**src/rtl/seg_disp_pkg.sv**
```systemverilog
`default_nettype none
// ============================================================================
//  Module   : seg_disp_pkg
//  Purpose  : Shared widths, types and a nibble-select helper for the
//             seven-segment refresh scanner.
//  Ports    : none (package)
//  Revision : 1.0  initial release
// ============================================================================
package seg_disp_pkg;

    localparam int DIGITS   = 4;
    localparam int NIBBLE_W = 4;
    localparam int DISP_W   = 16;

    typedef logic [1:0]          digit_idx_t;
    typedef logic [DISP_W-1:0]   disp_t;
    typedef logic [NIBBLE_W-1:0] nibble_t;

    // Digit index 0 is the leftmost (most-significant) nibble.
    function automatic nibble_t digit_of(input disp_t d, input digit_idx_t idx);
        disp_t s;
        s = d >> (NIBBLE_W * (DIGITS - 1 - int'(idx)));
        return s[NIBBLE_W-1:0];
    endfunction

endpackage
`default_nettype wire

```
**src/rtl/seg_scan_ctrl_if.sv**
```systemverilog
`default_nettype none
// ============================================================================
//  Module   : seg_scan_ctrl_if
//  Purpose  : Load handshake and decoder-side outputs of the refresh scanner.
//  Signals  : value_in[15:0], load_valid  (source -> scanner)
//             load_ready                  (scanner -> source)
//             en[1:0], num[3:0], frame_tick, digit_blank (scanner -> decoder)
//  Modports : master = value source / observer, slave = scanner
//  Revision : 1.0  initial release
// ============================================================================
interface seg_scan_ctrl_if;
    import seg_disp_pkg::*;

    disp_t      value_in;
    logic       load_valid;
    logic       load_ready;
    digit_idx_t en;
    nibble_t    num;
    logic       frame_tick;
    logic       digit_blank;

    modport master (
        output value_in, load_valid,
        input  load_ready, en, num, frame_tick, digit_blank
    );

    modport slave (
        input  value_in, load_valid,
        output load_ready, en, num, frame_tick, digit_blank
    );
endinterface
`default_nettype wire

```
**src/rtl/seg_refresh_prescaler.sv**
```systemverilog
`default_nettype none
// ============================================================================
//  Module   : seg_refresh_prescaler
//  Purpose  : Free-running 0..REFRESH_DIV-1 counter; slot_tick_o is high in
//             the last cycle of each digit slot, so the edge that ends the
//             slot sees it asserted.
//  Ports    : clk, rst_n (async, active low), slot_tick_o
//  Revision : 1.0  initial release
// ============================================================================
module seg_refresh_prescaler #(
    parameter int  REFRESH_DIV = 100000,
    localparam int CNT_W       = $clog2(REFRESH_DIV)
) (
    input  wire logic clk,
    input  wire logic rst_n,
    output logic      slot_tick_o
);
    localparam logic [CNT_W-1:0] c_last = CNT_W'(REFRESH_DIV - 1);

    logic [CNT_W-1:0] cnt_q, cnt_d;

    always_ff @(posedge clk or negedge rst_n) begin
        if (!rst_n) cnt_q <= '0;
        else        cnt_q <= cnt_d;
    end

    always_comb begin
        slot_tick_o = (cnt_q == c_last);
        cnt_d       = slot_tick_o ? '0 : cnt_q + CNT_W'(1);
    end
endmodule
`default_nettype wire

```
**src/rtl/seg_scan_ctrl.sv**
```systemverilog
`default_nettype none
// ============================================================================
//  Module   : seg_scan_ctrl
//  Purpose  : Time-multiplexes a buffered 4-digit hex value onto a seven-
//             segment decoder. New values are held in a one-entry pending
//             register and committed only when the digit counter wraps
//             3 -> 0, so a frame never shows a mix of two values.
//  Ports    : clk, rst_n (async, active low)
//             bus (slave): value_in, load_valid, load_ready, en, num,
//                          frame_tick, digit_blank
//  Options  : SEG_LZ_BLANK_EN - when defined, digit_blank flags leading-zero
//             digits (the rightmost digit is never blanked); otherwise 0.
//  Revision : 1.0  initial release
// ============================================================================
module seg_scan_ctrl
    import seg_disp_pkg::*;
#(
    parameter int  REFRESH_DIV = 100000,
    localparam int CNT_W       = $clog2(REFRESH_DIV)
) (
    input  wire logic      clk,
    input  wire logic      rst_n,
    seg_scan_ctrl_if.slave bus
);
    localparam digit_idx_t c_last_digit = digit_idx_t'(DIGITS - 1);

    logic       w_slot_tick;
    logic       w_wrap;
    logic       w_accept;
    logic       w_blank;

    digit_idx_t en_q, en_d;
    disp_t      disp_q, disp_d;
    disp_t      pend_q, pend_d;
    logic       pend_full_q, pend_full_d;
    logic       frame_tick_q, frame_tick_d;

    seg_refresh_prescaler #(
        .REFRESH_DIV (REFRESH_DIV)
    ) u_prescaler (
        .clk         (clk),
        .rst_n       (rst_n),
        .slot_tick_o (w_slot_tick)
    );

    always_ff @(posedge clk or negedge rst_n) begin
        if (!rst_n) begin
            en_q         <= '0;
            disp_q       <= '0;
            pend_q       <= '0;
            pend_full_q  <= 1'b0;
            frame_tick_q <= 1'b0;
        end else begin
            en_q         <= en_d;
            disp_q       <= disp_d;
            pend_q       <= pend_d;
            pend_full_q  <= pend_full_d;
            frame_tick_q <= frame_tick_d;
        end
    end

    always_comb begin
        w_wrap       = w_slot_tick && (en_q == c_last_digit);
        w_accept     = bus.load_valid && !pend_full_q;
        en_d         = en_q;
        disp_d       = disp_q;
        pend_d       = pend_q;
        pend_full_d  = pend_full_q;
        frame_tick_d = w_wrap;

        if (w_slot_tick) begin
            en_d = en_q + digit_idx_t'(1);
        end
        // Commit and accept are mutually exclusive: accept needs the pending
        // slot empty, commit needs it full. An accept on the wrap edge
        // therefore waits for the next frame boundary.
        if (w_wrap && pend_full_q) begin
            disp_d      = pend_q;
            pend_full_d = 1'b0;
        end
        if (w_accept) begin
            pend_d      = bus.value_in;
            pend_full_d = 1'b1;
        end
    end

`ifdef SEG_LZ_BLANK_EN
    // Blank when this digit and all digits to its left are zero.
    always_comb begin
        w_blank = (en_q != c_last_digit);
        for (int i = 0; i < DIGITS; i++) begin
            if ((i <= int'(en_q)) && (digit_of(disp_q, digit_idx_t'(i)) != '0)) begin
                w_blank = 1'b0;
            end
        end
    end
`else
    assign w_blank = 1'b0;
`endif

    assign bus.load_ready  = !pend_full_q;
    assign bus.en          = en_q;
    assign bus.num         = digit_of(disp_q, en_q);
    assign bus.frame_tick  = frame_tick_q;
    assign bus.digit_blank = w_blank;
endmodule
`default_nettype wire
```
**src/flat_wrapper.sv**
```systemverilog
// flat-port wrapper written by rule: the top's interface ports become plain ports
module seg_scan_ctrl_flat import seg_disp_pkg::*;
#(
    parameter int  REFRESH_DIV = 100000,
    localparam int CNT_W       = $clog2(REFRESH_DIV)
)
  (clk, rst_n, bus_value_in, bus_load_valid, bus_load_ready, bus_en, bus_num, bus_frame_tick, bus_digit_blank);
  seg_scan_ctrl_if bus_i ();
  input  wire logic clk;
  input  wire logic rst_n;
  input wire logic [$bits(bus_i.value_in)-1:0] bus_value_in;
  input wire logic [$bits(bus_i.load_valid)-1:0] bus_load_valid;
  output wire logic [$bits(bus_i.load_ready)-1:0] bus_load_ready;
  output wire logic [$bits(bus_i.en)-1:0] bus_en;
  output wire logic [$bits(bus_i.num)-1:0] bus_num;
  output wire logic [$bits(bus_i.frame_tick)-1:0] bus_frame_tick;
  output wire logic [$bits(bus_i.digit_blank)-1:0] bus_digit_blank;
  assign bus_i.value_in = bus_value_in;
  assign bus_i.load_valid = bus_load_valid;
  assign bus_load_ready = bus_i.load_ready;
  assign bus_en = bus_i.en;
  assign bus_num = bus_i.num;
  assign bus_frame_tick = bus_i.frame_tick;
  assign bus_digit_blank = bus_i.digit_blank;
  seg_scan_ctrl #(.REFRESH_DIV(REFRESH_DIV)) u_core (.clk(clk), .rst_n(rst_n), .bus(bus_i));
endmodule
```
**config.mk**
```make
export PLATFORM = sky130hd
export DESIGN_NAME = seg_scan_ctrl_flat
export DESIGN_NICKNAME = d
export VERILOG_FILES = /design/src/rtl/seg_disp_pkg.sv /design/src/rtl/seg_scan_ctrl_if.sv /design/src/rtl/seg_refresh_prescaler.sv /design/src/rtl/seg_scan_ctrl.sv /design/src/flat_wrapper.sv
export SDC_FILE = /design/constraint.sdc
export NUM_CORES = 1
export LEC_CHECK = 0
export ABC_AREA = 0
export ABC_CLOCK_PERIOD_IN_PS = 6400
export CORE_ASPECT_RATIO = 0.8
export CORE_MARGIN = 1.5
export CORE_UTILIZATION = 40
export DETAILED_ROUTE_END_ITERATION = 6
export GPL_TIMING_DRIVEN = 0
export HOLD_SLACK_MARGIN = 0.1
export SLEW_MARGIN = 10
export SYNTH_ARGS = -nofsm -noshare
export SYNTH_HDL_FRONTEND = slang
export SYNTH_SLANG_ARGS = --single-unit
export TNS_END_PERCENT = 30
```
**constraint.sdc**
```tcl
create_clock -name clk -period 6.4 [get_ports clk]
set_input_delay 0.96 -clock clk [delete_from_list [all_inputs] [get_ports clk]]
set_output_delay 0.96 -clock clk [all_outputs]
set_load 0.02 [all_outputs]
```
**Yosys cells after proc, flatten, opt, wreduce, memory -nomap -nowiden**

Cells that the tools add are included.
Widths: inputs -> output; s select.

- Register bits: 53
- Input port bits: 19
- Output and inout bits: 9
- Logic and storage cells: 20

- Add/subtract/negate cells: 3
- Eq/ne operators: 2
- Shifts and indexed selects: 1
- Multiplexer cells: 3
- Reduce and logical (&&, ||, !) cells: 5

Operators with widths:

| kind | count |
|---|---|
| $shr 16x32->4 | 1 |
| $add 17x1->17 const B | 1 |
| $eq 17x17->1 const B | 1 |
| $mux 17 | 1 |
| $logic_and 1x1->1 | 3 |
| $sub 2x2->3 const A | 1 |
| $add 2x1->2 const B | 1 |
| $eq 2x2->1 const B | 1 |
| $mux 1 | 2 |
| $reduce_bool 2->1 | 1 |
| $logic_not 1->1 | 1 |

**Longest topological paths before layout**

- Word-level depth: 5
- Gate-level depth with buffers: 7
- Gate-level depth less buffers: 5

**Modules after synthesis**

Synthesis repeated with hierarchy kept, for this count alone.

- Cells, all modules: 160
- Area total of the unflattened synthesis: 2351.0 um2

By module, submodules not included:

| module | instances | cells an instance | area an instance (um2) | seq. area each (um2) |
|---|---|---|---|---|
| seg_scan_ctrl | 1 | 86 | 1557.7 | 900.9 |
| seg_refresh_prescaler | 1 | 74 | 793.3 | 425.4 |

**Least setup slack after synthesis**

No wires, ideal clock.

- Path type: flip-flop to output port
- Start point: reg u_core.en_q[0] (netlist: u_core.bus.en[0])
- End point: out bus_num[0]
- Data arrival time: 1.379 ns
- Slack: 4.061 ns
- Cell stages (with the launch flop): 3
- Cells stage by stage: dfrtp_1 clkbuf_1 mux4_2

- Word-level cells in the longest chain between the ends: 2

RTL lines:

| what | RTL line | text |
|---|---|---|
| start: declaration | seg_scan_ctrl.sv:32 | `digit_idx_t en_q, en_d;` |
| start signal: assignment | seg_scan_ctrl.sv:54 | `en_q <= en_d;` |
| $sub 2x2->3 | seg_disp_pkg.sv:22 | `s = d >> (NIBBLE_W * (DIGITS - 1 - int'(idx)));` |
| $shr 16x32->4 | seg_disp_pkg.sv:22 |  |
| end: declaration | flat_wrapper.sv:15 | `output wire logic [$bits(bus_i.num)-1:0] bus_num;` |

No other way between the ends.

**Final worst setup path**

- Start point: reg u_core.en_q[0] (netlist: u_core.bus.en[0])
- End point: out bus_num[1]

Same word-level chain as after synthesis.

==> run summary <==
Pre-antenna DRT Iters: 4
Max-Cap Viols: 0
area grow syn2layout: 20.5%
outcome: finished, final reports clean
Vias: 1,331
Worst-path clk slew: 0.09 ns
number of DRC markers in iteration 0: 70
register area share after synthesis: 58.9%
antenna violations before repair: 0
cell depth of the worst flop-to-flop path: 6
Residual DRC: 0
DIE AREA: 0.00610 mm²
net count after synthesis: 183
Highest Clock Rate: 0.317 GHz
crit path launch type: flip-flop
VDD IR max: 110 µV
postcts setup bufs: 0
WP data required: 5.44 ns
PostCTS Resize Cnt: 0
Fin Setup TNS: 0 ns
GRT Total Usage: 14.7%
vias in the first global route: 1,346
CTS Buffer Depth: 2
Setup CP Type: reg -> out
most frequent cells in the layout: 53 x dfrtp_1, 25 x clkdlybuf4s50_1, 24 x mux2_2
core area: 0.00544 mm²
Slew headroom: 62.3%
# nets final: 217
Avg Synthesized Cell Area: 13.9 µm²
Hold Vio Cnt, Final: 0
RSZ-0062 raised after global routing: false
Clock Latency Late Sink: 0.30 ns
YS warnings: 0
Hold Path Cell Cnt: 1
commonest non-fill, non-tap cell in the layout: dfrtp_1
Slew @ Worst Pin: 0.565 ns
WL per Instance: 14.0 µm
Place WS: 3.42 ns
largest net degree at the start of global routing: 33
critical path arrival: 2.19 ns
Mapped Cells: 162
Routed WL: 3830 µm
library cells used by synthesis: 25
final setup fails: 0
via/cell ratio: 4.86
Post-CTS Hold Fix Bufs: 0
layout cells sized above 1: 21.4%
IO Pins: 28
Final WS setup: 3.25 ns
number of CTS-inserted buffers: 5
cell area after synthesis: 0.00225 mm²
Power Density: 210 mW/mm²
RePlAce Congestion: 0.762
DIE WIDTH: 86.9 µm
IO buf count: 26
CTS tree: done
Die H: 70.1 µm
Synth Register Bits: 53
ANT cells: 0
LEAKAGE: 1.25 nW
ranking of synthesized cells by area: dfrtp_1 59%, mux2_2 12%, xnor2_1 4.7%, mux2_1 4.5%, mux4_2 4.0%
Final Critical Period: 3.15 ns
CP max FO: 5
Root Driver: clkbuf_8
Initial Utilization: 41.5%
Hold Path Class: reg -> reg
clock sinks: 53
H-tree depth: 2
grt ovf: 0
first-pass GRT wire length: 6800 µm
antenna-violating nets left: 0
final worst-path cycle share: 49.3%
Final Max Tran Viols: 0
clk_skew: 0.0111 ns
Row Count: 24
area leader, netlist: dfrtp_1
Crit. End Element: primary output
top cell type's share of synthesized area: 58.9%
Post-DP HPWL: 2820 µm
==> metal layers <==
metal	part of all wire [%]	GRT usage (%)	vias up
met5	0	0	-
met4	1.0	3.76	0
met3	5.1	4.14	5
met2	44	21.3	26
met1	50	21.6	672
li1	-	-	628
==> worst paths after layout <==
| path | startpoint | to | slack [ns] |
|---|---|---|---|
| min in group asynchronous | rst_n | u_core.disp_q[11] | 0.62 |
| max in group asynchronous | rst_n | u_core.u_prescaler.cnt_q[13] | 5.22 |
| hold / removal | u_core.disp_q[12] | u_core.disp_q[12] | 0.49 |
| setup / recovery | u_core.bus.en[0] | bus_num[1] | 3.25 |
| hold reg to reg | u_core.disp_q[12] | u_core.disp_q[12] | 0.49 |
| setup reg to reg | u_core.u_prescaler.cnt_q[8] | u_core.disp_q[11] | 4.04 |
==> report_power, final <==
part / total [W] / switching (W) / internal [W] / leakage (nW)
registers: 0.000352 / 0.00000576 / 0.000346 / 0.696
logic: 0.0000305 / 0.0000112 / 0.0000193 / 0.508
clock network: 0.000188 / 0.000103 / 0.0000857 / 0.0433
==> cells by family (layout without fill, tap and decap cells) <==
| kind of cell | count (synthesis) | after routing | share of synthesized area [%] |
|---|---|---|---|
| flops | 53 | 53 | 58.9 |
| fa+ha+maj | 2 | 2 | 1.11 |
| xor+xnor | 16 | 16 | 6.22 |
| buf+inv | 11 | 45 | 2.72 |
| mux | 37 | 37 | 20.5 |
| simple gates | 42 | 42 | 10.4 |
| other cells | 1 | 1 | 0.166 |
==> stage by stage <==
step	instance area (µm²)	utilization, %	std cells	hold slack, ns	power (W)
after global routing	2720	50.0	274	0.518	0.000601
after global placement	2610	48.0	266	0.464	0.000387
after detailed placement	2630	48.3	267	0.475	0.000390
final	2720	50.0	274	0.489	0.000571
after CTS	2720	50.0	274	0.497	0.000581
after floorplan	2250	-	162	0.452	0.000368
==> final cells by class <==
class | count | area, µm²
well taps | 78 | 97.6
clock buffers | 6 | 82.6
inverters | 4 | 15.0
repair buffers | 27 | 275
flip-flops and latches | 53 | 1330
plain buffers | 7 | 46.3
multi-input cells | 98 | 866
fillers | 466 | 2720
clock inverters | 1 | 7.51
==> cell usage after synthesis <==
master     n
and2_1     1
and3_1     2
buf_2      1
buf_4      2
buf_8      1
clkbuf_1   3
conb_1     1
dfrtp_1   53
ha_1       2
inv_1      4
mux2_1     9
mux2_2    24
mux4_2     4
nand2_1    3
nand3_1    6
nand4_1    4
nor2_1    15
nor2b_1    2
nor3_1     3
nor4_1     2
nor4_4     1
or4b_1     1
or4bb_1    2
xnor2_1   12
xor2_1     4
==> sequential cells by signal, indices dropped and copies added, names as in the netlist <==
register,cells
u_core.bus.frame_tick,1
u_core.pend_q,16
u_core.pend_full_q,1
u_core.disp_q,16
u_core.bus.en,2
u_core.u_prescaler.cnt_q,17
==> critical path, stage by stage (launching register included) <==
cell,delay (ns)
dfrtp_1,0.38
clkbuf_1,0.38
mux4_2,0.58
clkdlybuf4s50_1,0.56
No activity file was read; power rests on OpenSTA's default activity.
